--- config.mk ---
export PLATFORM = sky130hd
export DESIGN_NAME = pipe_hazard_ctrl
export DESIGN_NICKNAME = d
export VERILOG_FILES = /design/src/rtl/pipe_hazard_ctrl_pkg.sv /design/src/rtl/pipe_hazard_ctrl_fwd_select.sv /design/src/rtl/pipe_hazard_ctrl.sv
export SDC_FILE = /design/constraint.sdc
export NUM_CORES = 1
export LEC_CHECK = 0
export CORE_MARGIN = 2
export CORE_UTILIZATION = 50
export DETAILED_ROUTE_END_ITERATION = 8
export GPL_TIMING_DRIVEN = 0
export PLACE_DENSITY = 0.86
export SYNTH_ARGS = -nofsm -noshare
export SYNTH_HDL_FRONTEND = slang
export SYNTH_SLANG_ARGS = --single-unit
--- constraint.sdc ---
create_clock -name clk_i -period 5.2 [get_ports clk_i]
set_input_delay 1.56 -clock clk_i [delete_from_list [all_inputs] [get_ports clk_i]]
set_output_delay 1.56 -clock clk_i [all_outputs]
set_load 0.05 [all_outputs]
--- src/rtl/pipe_hazard_ctrl_pkg.sv ---
// Shared types and encodings for the pipeline hazard/forwarding controller.
package pipe_hazard_ctrl_pkg;

   localparam int SLOT_REG_W = 5;

   localparam logic [1:0] FWD_RF  = 2'b00;
   localparam logic [1:0] FWD_WB  = 2'b01;
   localparam logic [1:0] FWD_MEM = 2'b10;

   localparam logic [SLOT_REG_W-1:0] REG_ZERO = '0;

   typedef enum logic {
      ST_RUN   = 1'b0,
      ST_FLUSH = 1'b1
   } state_t;

   // One shadow-pipeline entry mirroring what the real pipeline register holds.
   typedef struct packed {
      logic [SLOT_REG_W-1:0] rs;
      logic [SLOT_REG_W-1:0] rt;
      logic [SLOT_REG_W-1:0] dst;
      logic                  regwrite;
      logic                  memread;
   } slot_t;

   localparam slot_t SLOT_BUBBLE = '0;

endpackage

--- src/rtl/pipe_hazard_ctrl_fwd_select.sv ---
// Picks the forwarding source for one EX operand; the newest producer (MEM) wins over WB.
module fwd_select
   import pipe_hazard_ctrl_pkg::*;
(
   input  logic [SLOT_REG_W-1:0] ex_src,
   input  slot_t                 mem_slot,
   input  slot_t                 wb_slot,
   output logic [1:0]            sel
);

   logic unused_slot_bits;
   assign unused_slot_bits = ^{mem_slot.rs, mem_slot.rt, mem_slot.memread,
                               wb_slot.rs, wb_slot.rt, wb_slot.memread};

   // Register 0 is hardwired, so a write to it must never be forwarded.
   always_comb begin
      sel = FWD_RF;
      if (mem_slot.regwrite && (mem_slot.dst != REG_ZERO) && (mem_slot.dst == ex_src)) begin
         sel = FWD_MEM;
      end else if (wb_slot.regwrite && (wb_slot.dst != REG_ZERO) && (wb_slot.dst == ex_src)) begin
         sel = FWD_WB;
      end
   end

endmodule

--- src/rtl/pipe_hazard_ctrl.sv ---
// Hazard and forwarding controller: shadow EX/MEM/WB slots, operand forwarding selects,
// load-use stalls and taken-branch flushes for the five-stage pipeline.
module pipe_hazard_ctrl
   import pipe_hazard_ctrl_pkg::*;
#(
   parameter int FLUSH_DEPTH = 2,
   parameter int REG_W       = SLOT_REG_W
) (
   input  logic             clk_i,
   input  logic             rst_i,
   input  logic             id_valid_i,
   input  logic [REG_W-1:0] id_rs_i,
   input  logic [REG_W-1:0] id_rt_i,
   input  logic [REG_W-1:0] id_dst_i,
   input  logic             id_regwrite_i,
   input  logic             id_memread_i,
   input  logic             ex_branch_taken_i,
   output logic [1:0]       fwd_a_sel_o,
   output logic [1:0]       fwd_b_sel_o,
   output logic             pc_write_o,
   output logic             ifid_write_o,
   output logic             idex_bubble_o,
   output logic             flush_o
);

   state_t     state;
   logic [2:0] count;
   slot_t      ex_slot;
   slot_t      mem_slot;
   slot_t      wb_slot;
   slot_t      id_slot;

   logic branch_flush;
   logic in_flush;
   logic load_hit;
   logic stall;

   assign id_slot = '{rs: id_rs_i, rt: id_rt_i, dst: id_dst_i,
                      regwrite: id_regwrite_i, memread: id_memread_i};

   assign in_flush     = (state == ST_FLUSH);
   assign branch_flush = (state == ST_RUN) && ex_branch_taken_i;

   // A load in EX whose result is needed by ID cannot be forwarded in time; hold ID one cycle.
   assign load_hit = id_valid_i && ex_slot.memread && ex_slot.regwrite &&
                     (ex_slot.dst != REG_ZERO) &&
                     ((ex_slot.dst == id_rs_i) || (ex_slot.dst == id_rt_i));

   // A flush discards the ID instruction anyway, so it overrides any stall.
   assign stall = load_hit && !branch_flush && !in_flush;

   assign flush_o       = branch_flush || in_flush;
   assign pc_write_o    = !stall;
   assign ifid_write_o  = !stall;
   assign idex_bubble_o = stall || flush_o;

   // Shadow pipeline advance plus the flush sequencer; the counter holds the remaining flush cycles.
   always_ff @(posedge clk_i or posedge rst_i) begin
      if (rst_i) begin
         ex_slot  <= SLOT_BUBBLE;
         mem_slot <= SLOT_BUBBLE;
         wb_slot  <= SLOT_BUBBLE;
         state    <= ST_RUN;
         count    <= 3'd0;
      end else begin
         ex_slot  <= (!id_valid_i || idex_bubble_o) ? SLOT_BUBBLE : id_slot;
         mem_slot <= ex_slot;
         wb_slot  <= mem_slot;
         case (state)
            ST_RUN: begin
               if (ex_branch_taken_i && (FLUSH_DEPTH > 1)) begin
                  state <= ST_FLUSH;
                  count <= 3'(FLUSH_DEPTH - 1);
               end
            end
            ST_FLUSH: begin
               if (count <= 3'd1) begin
                  state <= ST_RUN;
                  count <= 3'd0;
               end else begin
                  count <= count - 3'd1;
               end
            end
            default: begin
               state <= ST_RUN;
               count <= 3'd0;
            end
         endcase
      end
   end

   fwd_select u_fwd_a (
      .ex_src   (ex_slot.rs),
      .mem_slot (mem_slot),
      .wb_slot  (wb_slot),
      .sel      (fwd_a_sel_o)
   );

   fwd_select u_fwd_b (
      .ex_src   (ex_slot.rt),
      .mem_slot (mem_slot),
      .wb_slot  (wb_slot),
      .sel      (fwd_b_sel_o)
   );

endmodule

==> summary.md <==
| Metric | Value |
|---|---|
| Status | finished, final reports clean |
| Slowest stage delay, CP | 0.52 ns |
| # diodes | 0 |
| Final setup viols | 0 |
| Minimum clock period | between 5 and 6 ns |
| Critical path class | input port to output port |
| Tcrit/Tclk final | 0.973 |
| Vias per std cell | approximately 5.5 |
| Synth top area share | 0.531 |
| Post-DRT Antenna Nets | 0 |
| Crit path max fanout | 10 |
| Sw Pwr | 213 uW |
| Total Wirelength | between 2000 and 3000 um |
| Yosys cell types | 29 |
| Clock buffer depth | 2 |
| Die area | around 3600 um2 |
| CTS sink count | 33 |
| Synthesized area | 1560 um2 |
| Cells along the critical path | clkdlybuf4s50_1, xnor2_1, nand3_1, o22ai_4, buf_6, nand2_1, buf_4, dlygate4sd2_1 |
| Clock Skew | between 0.01 and 0.015 ns |
| Via Count | 1172 |
| Initial antenna violation count | 0 |
| Hpwl dp | around 2300 um |
| Fillers | between 200 and 250 |
| Core area | about 3000 um2 |
| TNS Setup | 0 ns |
| Clk pwr share | 0.206 |
| Syn avg cell area | roughly 11 um2 |
| CTS Buf Count | 5 |
| R2R depth | 5 |
| Worst slew margin | 0.220 |
| Vias in the first global route | about 1200 |
| Cell area after layout | 1950 um2 |
| Seq/Total Area, Yosys | 0.531 |
| Largest area contributor in the netlist | dfrtp_1 |
| Initial DRC count | 40 |
| Number of synthesized flops with an enable pin | 0 |
| Placer Congestion | between 0.8 and 0.9 |
| Most frequent cells in the layout | 33 x dfrtp_1, 24 x clkdlybuf4s50_1, 21 x nand3_1, 19 x a21oi_1, 16 x xnor2_1 |
| Fin util | 0.650 |
| Die H | 59.8 um |
| # IOs | 29 |
| CTS tree | built |
| Combinational group share of total power | 0.292 |
| Initial Util | 0.518 |
| Pre-Repair DR Iteration Count | 4 |
| Share of layout cells above drive strength 1 | 0.0879 |
| Sequential power share | 0.502 |
| Peak VDD IR | around 0.29 mV |
| CP startpoint kind | input port |
| Htree depth | 2 |
| Syn_nets | ~170 |
| Fmax | 198 MHz |
| Fin Hold WS | roughly 0.42 ns |
| Final Hold Viols | 0 |
| Pwr/cell area | 326 nW/um2 |
| Clk slew on worst S/H paths | approximately 0.090 ns |
| Async S/R FF share, synth | 1.00 |
| Sw Share | 0.335 |
| Final std cells w/o fill | between 200 and 250 |
| CP arrival | about 3.5 ns |
| Post-Syn Instances | approximately 150 |
| Total grt overflow | 0 |
| Placed cell count | about 210 |
| Hold depth | 0 |
| Setup slack, reg-to-reg | ~3.7 ns |
| Internal power | 422 uW |
| Largest net degree at the start of global routing | 34 |
| Ys Warns | 0 |
| DRC | 0 |
| Main synth FF type | dfrtp_1 |
| Required time of the critical path | 3.64 ns |
| Worst Hold Endpoint | mem_slot[1]$_DFF_PP0_ |
| Setup crit end kind | output port |
| RSZ-0062 raised after global routing | false |
| Worst R2R End | ex_slot[7]$_DFF_PP0_ |
| Tightest Hold Check Type | flop to flop |
| Synth-to-layout area growth | 25.4% |
| R2r startpoint | in_flush$_DFF_PP0_ |
| I/O Buffers | 27 |
| Commonest non-fill, non-tap cell in the layout | dfrtp_1 |
| Root Driver | clkbuf_4 |
| Final Max Tran Viols | 0 |
| Wire per inst | roughly 14 um |
| Site Rows | 20 |
| Synth top area cells | dfrtp_1 53%, xnor2_1 9.0%, xor2_1 7.9% |
| Worst-Skew Late Latency | ~0.33 ns |
| Max-cap violations | 0 |
| Slew @ Worst Pin | about 1.2 ns |
| #FFs+latches synth | 33 |
| CP max stage cell | clkdlybuf4s50_1 |
| Leak Pwr | 0.903 nW |
| Buffer and inverter count on the worst path | 4 |
| HP Start | ex_slot[1]$_DFF_PP0_ |
| Global-route wire length before repair | roughly 5300 um |
| Die width | about 60 um |
| Post-DP Area | around 1900 um2 |
| Nets | roughly 200 |
| Top Family by Delay on Critical Path | buffers and inverters |
| GRT Resource Usage Total | 0.204 |
-- synthesized netlist by cell type, types with 3 or more instances --
cell type / number
dfrtp_1: 33
nand3_1: 21
a21oi_1: 19
xnor2_1: 16
xor2_1: 14
clkbuf_1: 4
inv_1: 4
nand2_1: 4
or4_1: 4
nor2_1: 3
-- metrics by stage --
stage               power [mW]  worst slack, ns
floorplan                0.448            0.565
global placement         0.493           -0.349
detailed placement       0.506           -0.418
CTS                      0.638           0.0371
global route             0.685           0.0332
finish                   0.635            0.140
-- sequential cells by signal, indices dropped and copies added, names as in the netlist --
name      flops
in_flush      1
mem_slot      6
wb_slot       6
ex_slot      17
count         3
-- area by class of cell --
type,count,area (um2),share of cell area
plain buffers,7,38.8,0.0199
clock buffers,8,48.8,0.0250
inverters,4,15.0,0.00770
multi-input cells,101,699,0.359
flip-flops and latches,33,826,0.423
well taps,33,41.3,0.0212
repair buffers,29,282,0.144
-- power by group through the flow --
stage | Clock (mW) | Combinational, mW | Sequential (mW)
floorplan | 0 | 0.132 | 0.316
global placement | 0 | 0.172 | 0.321
detailed placement | 0 | 0.182 | 0.324
CTS | 0.136 | 0.184 | 0.318
global route | 0.150 | 0.212 | 0.324
finish | 0.131 | 0.186 | 0.319
-- worst max path at each step --
| stage | from | depth (start not counted) | endpoint |
|---|---|---|---|
| 2_1_floorplan | id_valid_i | 6 | pc_write_o |
| 3_3_place_gp | id_rt_i[4] | 8 | pc_write_o |
| 3_5_place_dp | id_rt_i[0] | 8 | pc_write_o |
| 4_1_cts | ex_branch_taken_i | 8 | pc_write_o |
| 5_1_grt | id_rt_i[0] | 8 | pc_write_o |
| 6_report | id_rt_i[4] | 8 | pc_write_o |
-- kinds of logic after synthesis --
logic type | Yosys count | share of synthesized area
buffers and inverters | 11 | 0.0346
adders and majority gates | 2 | 0.0161
xor gates and xnor gates | 30 | 0.169
and+or+nand+nor | 40 | 0.143
AOI/OAI and AO/OA | 29 | 0.106
DFF | 33 | 0.531
-- what timing repair did --
action / in CTS / in global routing
setup endpoints to repair: 3 / 2
hold buffers: 0 / 0
setup buffers: 0 / 2
resized for setup: 5 / 2
endpoints found under the hold margin: 0 / 0
-- layer usage --
metal	track usage	up-vias	share of wire
li1	-	577	-
met1	0.243	555	0.41
met2	0.342	34	0.52
met3	0.0628	6	0.052
met4	0.0825	0	0.019
met5	0	-	0
No activity file was read; power rests on OpenSTA's default activity.
